### src/rtl/adder_seq_pkg.sv
`default_nettype none
// ============================================================================
//  Module      : adder_seq_pkg
//  Description : Shared widths and state encodings for the operand sequencer.
//  Revision    : 1.0 - initial release
// ============================================================================
package adder_seq_pkg;

   localparam int OP_W  = 3;
   localparam int SUM_W = 4;

   // Encodings double as the led[7:6] tag of each display mode.
   typedef enum logic [1:0] {
      S_A   = 2'b01,
      S_B   = 2'b10,
      S_RES = 2'b11
   } state_t;

endpackage
`default_nettype wire

### src/rtl/btn_debounce.sv
`default_nettype none
// ============================================================================
//  Module      : btn_debounce
//  Description : Synchronises and debounces a raw pushbutton; one-cycle press pulse.
//  Revision    : 1.0 - initial release
// ============================================================================
module btn_debounce #(
   parameter int DEBOUNCE_CYCLES = 500000,
   parameter int CNT_W           = 20
) (
   input  logic clk,
   input  logic rst,
   input  logic btn_raw,
   output logic press
);

   localparam logic [CNT_W-1:0] c_cnt_max = CNT_W'(DEBOUNCE_CYCLES - 1);

   logic             r_sync1;
   logic             r_sync2;
   logic             r_stable;
   logic             r_stable_d;
   logic [CNT_W-1:0] r_cnt;

   always_ff @(posedge clk) begin
      if (rst) begin
         r_sync1    <= 1'b0;
         r_sync2    <= 1'b0;
         r_stable   <= 1'b0;
         r_stable_d <= 1'b0;
         r_cnt      <= '0;
      end else begin
         r_sync1    <= btn_raw;
         r_sync2    <= r_sync1;
         r_stable_d <= r_stable;
         // Any cycle of agreement restarts the stability window.
         if (r_sync2 != r_stable) begin
            if (r_cnt == c_cnt_max) begin
               r_stable <= r_sync2;
               r_cnt    <= '0;
            end else begin
               r_cnt <= r_cnt + 1'b1;
            end
         end else begin
            r_cnt <= '0;
         end
      end
   end

   assign press = r_stable & ~r_stable_d;

endmodule
`default_nettype wire

### src/rtl/adder_op_sequencer.sv
`default_nettype none
// ============================================================================
//  Module      : adder_op_sequencer
//  Description : Single-button operand entry for the 3-bit adder, result on LEDs.
//  Revision    : 1.0 - initial release
// ============================================================================
module adder_op_sequencer
   import adder_seq_pkg::*;
#(
   parameter int DEBOUNCE_CYCLES = 500000,
   parameter int CNT_W           = 20
) (
   input  logic       clk,
   input  logic       rst,
   input  logic       btn,
   input  logic [7:0] sw,
   output logic [7:0] led
);

   state_t            r_state;
   state_t            w_state_next;
   logic              w_press;
   logic [OP_W-1:0]   r_a_reg;
   logic [OP_W-1:0]   r_b_reg;
   logic [SUM_W-1:0]  r_sum_reg;
   logic [7:0]        r_led;
   logic [7:0]        w_led_next;
   logic              w_unused;

   assign w_unused = sw[6];

   btn_debounce #(
      .DEBOUNCE_CYCLES (DEBOUNCE_CYCLES),
      .CNT_W           (CNT_W)
   ) u_debounce (
      .clk     (clk),
      .rst     (rst),
      .btn_raw (btn),
      .press   (w_press)
   );

   always_ff @(posedge clk) begin
      if (rst) begin
         r_state   <= S_A;
         r_a_reg   <= '0;
         r_b_reg   <= '0;
         r_sum_reg <= '0;
         r_led     <= 8'h00;
      end else begin
         r_state <= w_state_next;
         r_led   <= w_led_next;
         if (w_press) begin
            case (r_state)
               S_A: r_a_reg <= sw[2:0];
               S_B: begin
                  r_b_reg   <= sw[5:3];
                  r_sum_reg <= SUM_W'(r_a_reg) + SUM_W'(sw[5:3]);
               end
               default: ;
            endcase
         end
      end
   end

   // The display is derived from the current state, so a transition shows up one edge late.
   always_comb begin
      w_state_next = r_state;
      w_led_next   = 8'h00;
      case (r_state)
         S_A: begin
            if (w_press) w_state_next = S_B;
            w_led_next = {S_A, 3'b000, sw[2:0]};
         end
         S_B: begin
            if (w_press) w_state_next = S_RES;
            w_led_next = {S_B, r_a_reg, sw[5:3]};
         end
         S_RES: begin
            if (w_press) w_state_next = S_A;
            w_led_next = sw[7] ? {2'b00, r_b_reg, r_a_reg}
                               : {S_RES, 2'b00, r_sum_reg};
         end
         default: begin
            w_state_next = S_A;
            w_led_next   = 8'h00;
         end
      endcase
   end

   assign led = r_led;

endmodule
`default_nettype wire
### config.mk
export PLATFORM = sky130hd
export DESIGN_NAME = adder_op_sequencer
export DESIGN_NICKNAME = d
export VERILOG_FILES = /design/src/rtl/adder_seq_pkg.sv /design/src/rtl/btn_debounce.sv /design/src/rtl/adder_op_sequencer.sv
export SDC_FILE = /design/constraint.sdc
export NUM_CORES = 1
export LEC_CHECK = 0
export BUFFER_PORTS_ARGS = -buffer_cell sky130_fd_sc_hd__buf_2
export CAP_MARGIN = 40
export CORE_ASPECT_RATIO = 0.7
export CORE_UTILIZATION = 40
export CTS_CLUSTER_SIZE = 25
export DETAILED_ROUTE_END_ITERATION = 7
export SKIP_LAST_GASP = 1
export SYNTH_ARGS = -nofsm -noshare
export SYNTH_HDL_FRONTEND = slang
export SYNTH_SLANG_ARGS = --single-unit
export TNS_END_PERCENT = 50
### constraint.sdc
create_clock -name clk -period 4.3 [get_ports clk]
set_clock_uncertainty 0.05 [all_clocks]
set_input_delay 0 -clock clk [delete_from_list [all_inputs] [get_ports clk]]
set_output_delay 0 -clock clk [all_outputs]
set_load 0.01 [all_outputs]
==> results of run 1 <==
cells in the final DEF (no fill, tap or decap), drive strengths merged, types with 7 or more instances in the layout:
cell and n:
a21oi 11, buf 17, clkbuf 7, dfxtp 44, dlygate4sd3 8, ha 8
nand2 18, nand3 9, nor2 30, nor2b 7, xnor2 12
worst max-delay path by stage:
stage,from,to
2_1_floorplan,u_debounce.r_cnt[9]$_SDFF_PP0_,u_debounce.r_stable$_SDFFE_PP0P_
5_1_grt,u_debounce.r_cnt[0]$_SDFF_PP0_,u_debounce.r_cnt[16]$_SDFF_PP0_
4_1_cts,r_state[0]$_SDFFE_PP1P_,led[2]$_SDFF_PP0_
3_3_place_gp,u_debounce.r_cnt[14]$_SDFF_PP0_,u_debounce.r_stable$_SDFFE_PP0P_
3_5_place_dp,u_debounce.r_cnt[9]$_SDFF_PP0_,u_debounce.r_stable$_SDFFE_PP0P_
6_report,r_state[0]$_SDFFE_PP1P_,led[2]$_SDFF_PP0_
worst register-to-register path: cells and delay by family, from the launching register on:
family                     cells  cell delay (ns)
buffers and inverters          2             0.68
DFF                            1             0.44
AOI/OAI and AO/OA              1             0.37
adders and majority gates      1             0.33
and+or+nand+nor                1             0.04
kinds of logic after synthesis:
kind of cell	Yosys count
AND/OR/NAND/NOR	93
flip-flops	44
AO/OA/AOI/OAI	26
XOR/XNOR	16
buffers and inverters	16
multiplexers	9
adder cells (fa/ha/maj)	9
power groups by stage:
stage / Combinational, mW / Clock, mW / Sequential, mW
2_1_floorplan: 0.0239 / 0 / 0.427
6_report: 0.0467 / 0.346 / 0.416
3_3_place_gp: 0.0402 / 0 / 0.425
3_5_place_dp: 0.0398 / 0 / 0.426
5_1_grt: 0.0508 / 0.371 / 0.417
4_1_cts: 0.0462 / 0.350 / 0.416
routing by layer:
layer | vias to the layer above | part of all wire (%) | global-route usage (%)
met5 | - | 0 | 0
met4 | 0 | 0 | 5.000
met3 | 0 | 4.8 | 4.218
met2 | 33 | 38 | 20.11
met1 | 689 | 57 | 23.43
li1 | 778 | - | -
area by class of cell:
type,count,area [sq um],area share [%]
Timing Repair Buffer,25,165.2,7.209
Inverter,6,22.52,0.9831
Sequential cell,44,880.8,38.45
Clock buffer,7,96.34,4.205
Tap cell,66,82.58,3.605
Clock inverter,1,30.03,1.311
Multi-Input combinational cell,153,1013,44.24
what timing repair did:
action | 4_1_cts | 5_1_grt
resized for setup | 0 | 0
hold endpoints to repair | 10 | 0
hold buffers | 8 | 0
==> results.py, run 1 <==
metrics = {
    "sta": {
        "worst_hold_slack_ns": 0.03847,
        "max_freq_mhz": 498.3,
        "setup_ws_ns": 2.293,
        "finalHoldViolCount": 0,
        "worstMarginPinSlew_ns": 0.5541,
        "fin_setup_tns_ns": 0,
        "fin_crit_sh_pct": 46.67,
        "drv_slew": 0,
        "finalSetupViolCount": 0,
        "rsz0062_at_grt": "no",
        "finalCriticalPeriod_ns": 2.007,
        "relSlewSlack_pct": 62.98,
    },
    "routing": {
        "drc": 0,
        "dr.pass1.iters": 5,
        "vias": 1500,
        "antenna_left": 0,
        "totalWireLength_mm": 3.708,
        "wl_per_cell_um": 12.28,
        "viasPerCell": 4.967,
        "drt_iter0_drc": 117,
    },
    "yosys": {
        "synth_top_area_share_pct": 44.90,
        "synth_mux_area_share_pct": 4.911,
        "netlist_instances": 213,
        "syn-mean-instance-area_sq_um": 9.211,
        "synth_simple_gate_area_share_pct": 24.30,
        "synth_compound_area_share_pct": 9.184,
        "yosysSeqAreaShare_pct": 44.90,
        "synth_top_family_by_area": "simple AND/OR/NAND/NOR gates",
        "synthXorXnorAreaFrac_pct": 7.143,
        "synth_commonest_cells": "dfxtp_1, nor2_1, nand2_1",
        "async_flop_share_pct": 0,
        "synth_flop_cell": "dfxtp_1",
        "syn-num-nets": 233,
        "mappedNetlistArea_sq_um": 1962,
        "synth-edff-count": 0,
        "synth_seq_cells": 44,
        "post-synth-top-count-cell": "dfxtp_1",
        "synth_area_leader_cell": "dfxtp_1",
        "synthTopCellsByArea": "dfxtp_1, nor2_1, xnor2_1",
        "ys_types": 39,
        "post_synth_fa_ha_maj_area_fraction_pct": 6.122,
        "synth_warnings": 0,
    },
    "floorplanning": {
        "num_rows": 20,
        "io_pins": 19,
        "initial_core_util_pct": 43.31,
        "die_area_sq_um": 5193,
        "die-width_um": 85.71,
        "die-height_um": 60.60,
        "core_area_sq_um": 4529,
    },
    "hold_path": {
        "worstHoldStart": "rst",
        "min_to": "led[6]$_SDFF_PP0_",
        "hp-class": "input pin to register",
        "hold_depth": 2,
    },
    "place": {
        "place_congestion": 0.7781,
        "place_ws_ns": 2.363,
        "dp_cells": 286,
        "port_buffers": 17,
        "dpl-instance-area_sq_um": 2085,
        "hpwl_mm": 2.498,
    },
    "pwr": {
        "p_sw_share_pct": 20.92,
        "seqPwrFrac_pct": 51.4,
        "p_sw_mw": 0.1692,
        "p_total_mw": 0.8089,
        "powerDensity_nw_per_um2": 353.1,
        "ir_drop_uv": 159.5,
        "combinationalPowerShare_pct": 5.8,
        "clockPowerShare_pct": 42.8,
        "power.leakage_nw": 0.8458,
        "internal_power_mw": 0.6397,
    },
    "clock_network": {
        "clk_latency_ns": 0.29,
        "clk_pin_slew_ns": 0.09,
        "htree_levels": 2,
        "cts.sinks": 44,
        "cts_root_buffer": "clkbuf_8",
        "cts_tree": "done",
        "cts-buffers-inserted": 5,
        "clockBufferDepth": 2,
        "postCtsSetupBuffers": 0,
    },
    "grt": {
        "grt_remaining_overflow": 0,
        "antenna_found_initial": 0,
        "grt_max_degree": 21,
        "grt_pass1_wl_mm": 6.120,
        "grt_pass1_vias": 1315,
        "gr-usage-all-layers_pct": 15.23,
    },
    "finish": {
        "drive_gt1_share_pct": 16.10,
        "final_area_sq_um": 2291,
        "diodes": 0,
        "stdcell_count": 302,
        "largest_reg_flops": 20,
        "filler_cell_count": 426,
        "final_nets": 255,
        "syn2layout_area_growth_pct": 16.77,
        "fin_util_pct": 50.58,
    },
    "outcome": {
        "status": "finished clean",
    },
    "critical_path": {
        "reg2regPathDepth": 5,
        "cpPeakStageDelay_ns": 0.59,
        "worst_path_dominant_cell_family": "buffers and inverters",
        "r2r_slack_ns": 2.29,
        "crit_cells": 5,
        "r2r_start": "r_state[0]$_SDFFE_PP1P_",
        "cp-start-kind": "register",
        "crit_chain": "inv_1 > ha_1 > a222oi_1 > dlygate4sd3_1 > nor2_1",
        "required_ns": 4.44,
        "slowest_stage": "dlygate4sd3_1",
        "endpoint_kind": "register",
        "crit_arrival_ns": 2.15,
        "regToRegEndpoint": "led[2]$_SDFF_PP0_",
        "path_class": "register to register",
        "path_buf_inv": 2,
        "path_max_fanout": 9,
    },
    "job": {
        "max_cap_viol_count": 0,
    },
}
(Power assumes the default switching activity.)
==> run 2: changes to the inputs <==
ABC_AREA = 1   (was unset)
clock period = 1.8 ns   (was 4.3 ns; I/O delays follow)
==> results.py, run 2 <==
metrics = {
    "grt": {
        "gr-usage-met1_pct": 28.47,
        "grt_util_met2_pct": 21.59,
        "gr-usage-all-layers_pct": 17.67,
        "busiest_layer": "met1",
        "grtUsageMet3_pct": 3.963,
        "grt_pass1_vias": 1447,
        "antenna_found_initial": 0,
        "grt_remaining_overflow": 0,
        "grt_pass1_wl_mm": 7.010,
        "grt_max_degree": 18,
    },
    "critical_path": {
        "reg2regPathDepth": 8,
        "crit_chain": "ha_1 > nand3_1 > nor2_1 > nand3_2 > nand2_4 > inv_1 > nand2_1 > inv_1",
        "path_max_fanout": 17,
        "crit_start": "u_debounce.r_cnt[0]$_SDFF_PP0_",
        "cp-start-kind": "register",
        "crit_arrival_ns": 1.76,
        "crit_end": "u_debounce.r_cnt[16]$_SDFF_PP0_",
        "cpPeakStageDelay_ns": 0.37,
        "path_class": "register to register",
        "endpoint_kind": "register",
        "required_ns": 1.95,
        "r2r_slack_ns": 0.19,
        "r2r_start": "u_debounce.r_cnt[0]$_SDFF_PP0_",
        "regToRegEndpoint": "u_debounce.r_cnt[16]$_SDFF_PP0_",
        "slowest_stage": "dfxtp_1",
        "crit_path_frequent_cell": "inv_1",
    },
    "pwr": {
        "powerDensity_nw_per_um2": 698.1,
        "internal_power_mw": 1.319,
        "clockPowerShare_pct": 37.5,
        "combinationalPowerShare_pct": 4.2,
        "seqPwrFrac_pct": 58.3,
        "power.leakage_nw": 0.9305,
        "p_sw_share_pct": 21.66,
        "ir_drop_uv": 365.1,
        "p_total_mw": 1.684,
        "p_sw_mw": 0.3647,
    },
    "sta": {
        "finalSetupViolCount": 0,
        "rsz0062_at_grt": "no",
        "worstMarginPinSlew_ns": 0.3298,
        "fin_crit_sh_pct": 89.31,
        "setup_ws_ns": 0.1924,
        "drv_slew": 0,
        "fin_setup_tns_ns": 0,
        "relSlewSlack_pct": 77.93,
        "max_freq_mhz": 622.0,
        "finalCriticalPeriod_ns": 1.608,
        "finalHoldViolCount": 0,
    },
    "place": {
        "port_buffers": 17,
        "place_congestion": 0.8554,
        "hpwl_mm": 3.193,
        "dpl-instance-area_sq_um": 2230,
        "place_ws_ns": 0.2150,
    },
    "yosys": {
        "synthTopCellsByArea": "dfxtp_1, nand2_1, nor2_1",
        "synth_warnings": 0,
        "mappedNetlistArea_sq_um": 2062,
        "yosysSeqAreaShare_pct": 42.72,
        "synth_top_area_share_pct": 42.72,
        "synth-edff-count": 0,
        "post-synth-top-count-cell": "nand2_1",
        "synth_area_leader_cell": "dfxtp_1",
        "syn-num-nets": 305,
        "netlist_instances": 285,
        "ys_types": 26,
        "synth_flop_cell": "dfxtp_1",
        "async_flop_share_pct": 0,
        "syn-mean-instance-area_sq_um": 7.235,
        "synth_commonest_cells": "nand2_1, nor2_1, dfxtp_1",
        "synth_seq_cells": 44,
    },
    "finish": {
        "layout_commonest_cell": "nand2_1",
        "largest_reg_flops": 20,
        "final_nets": 337,
        "diodes": 0,
        "final_area_sq_um": 2412,
        "syn2layout_area_growth_pct": 16.99,
        "fin_util_pct": 49.63,
        "drive_gt1_share_pct": 10.69,
        "final_cell_mix": "nand2_1, nor2_1, dfxtp_1, inv_1, a21oi_1",
        "filler_cell_count": 475,
    },
    "routing": {
        "wl_per_cell_um": 11.15,
        "drt_iter0_drc": 174,
        "vias": 1792,
        "viasPerCell": 4.630,
        "dr.pass1.iters": 4,
        "drc": 0,
        "totalWireLength_mm": 4.315,
        "antenna_left": 0,
    },
    "clock_network": {
        "cts_root_buffer": "clkbuf_8",
        "clk_pin_slew_ns": 0.08,
        "clk_latency_ns": 0.30,
        "clockBufferDepth": 2,
        "cts_tree": "done",
        "post_cts_resized": 0,
        "cts.sinks": 44,
        "cts-buffers-inserted": 5,
        "htree_levels": 2,
        "cts_hold_buf": 9,
        "postCtsSetupBuffers": 0,
    },
    "floorplanning": {
        "die-width_um": 87.82,
        "die-height_um": 62.07,
        "io_pins": 19,
        "die_area_sq_um": 5451,
        "num_rows": 21,
        "core_area_sq_um": 4861,
        "initial_core_util_pct": 42.42,
    },
    "job": {
        "max_cap_viol_count": 0,
    },
    "hold_path": {
        "hp-class": "input pin to register",
    },
    "outcome": {
        "status": "finished clean",
    },
}
[run 2: cell count changes after synthesis, sizes merged, moves of 6 or more]
cell	delta
nand2	+53
inv	+26
nor2	+20
a21oi	+15
nand3	+12
clkbuf	-7
nor2b	-7
xnor2	-7
nor3	-6
nor4	-6
[run 2: how the worst min path moves through the flow]
stage	start	to	slack, ns	cells after the start
3_5_place_dp	btn	u_debounce.r_sync1$_SDFF_PP0_	0.16	3
2_1_floorplan	btn	u_debounce.r_sync1$_SDFF_PP0_	0.06	2
5_1_grt	sw[7]	led[6]$_SDFF_PP0_	0.06	4
6_report	sw[7]	led[6]$_SDFF_PP0_	0.04	4
4_1_cts	sw[7]	led[6]$_SDFF_PP0_	0.02	4
3_3_place_gp	btn	u_debounce.r_sync1$_SDFF_PP0_	0.16	3
[run 2: metal layers]
| metal | up-vias | share of wire (%) |
|---|---|---|
| li1 | 969 | - |
| met1 | 778 | 57 |
| met2 | 38 | 36 |
| met3 | 7 | 5.4 |
| met4 | 0 | 1.3 |
| met5 | - | 0 |
[run 2: cells by family (layout without fill, tap and decap cells)]
family	after synthesis	after routing	synth area share [%]
XOR/XNOR	8	8	3.398
adder cells (fa/ha/maj)	9	9	5.825
flip-flops	44	44	42.72
buffers and inverters	35	68	6.735
AND/OR/NAND/NOR	150	150	31.13
AO/OA/AOI/OAI	39	39	10.19
[run 2: layout make-up]
type                    count  area, sq um  area share (%)
well taps                  69        86.33           3.579
multi-input cells         206         1042           43.21
inverters                  32        120.1           4.979
clock inverters             2        10.01          0.4149
repair buffers             28        190.2           7.884
clock buffers               6        82.58           3.423
flip-flops and latches     44        880.8           36.51
[run 2: worst max-delay path, delay by kind of cell, from the launching register on]
kind,cells,cell delay [ns]
fa+ha+maj,1,0.23
buf+inv,2,0.09
simple gates,5,0.77
flops,1,0.37
[run 2: power groups by stage]
| stage | sequential, mW | clock [mW] | combinational [mW] |
|---|---|---|---|
| floorplan | 1.01 | 0 | 0.0271 |
| global placement | 1.01 | 0 | 0.0540 |
| detailed placement | 1.01 | 0 | 0.0545 |
| CTS | 0.982 | 0.656 | 0.0697 |
| global route | 0.983 | 0.701 | 0.0779 |
| finish | 0.982 | 0.632 | 0.0700 |
[run 2: through the flow]
stage                     hold slack [ns]  cells
after floorplan                   0.05697    285
after global routing              0.05653    387
after global placement             0.1592    370
after detailed placement           0.1575    370
after CTS                         0.02403    387
final                             0.04252    387
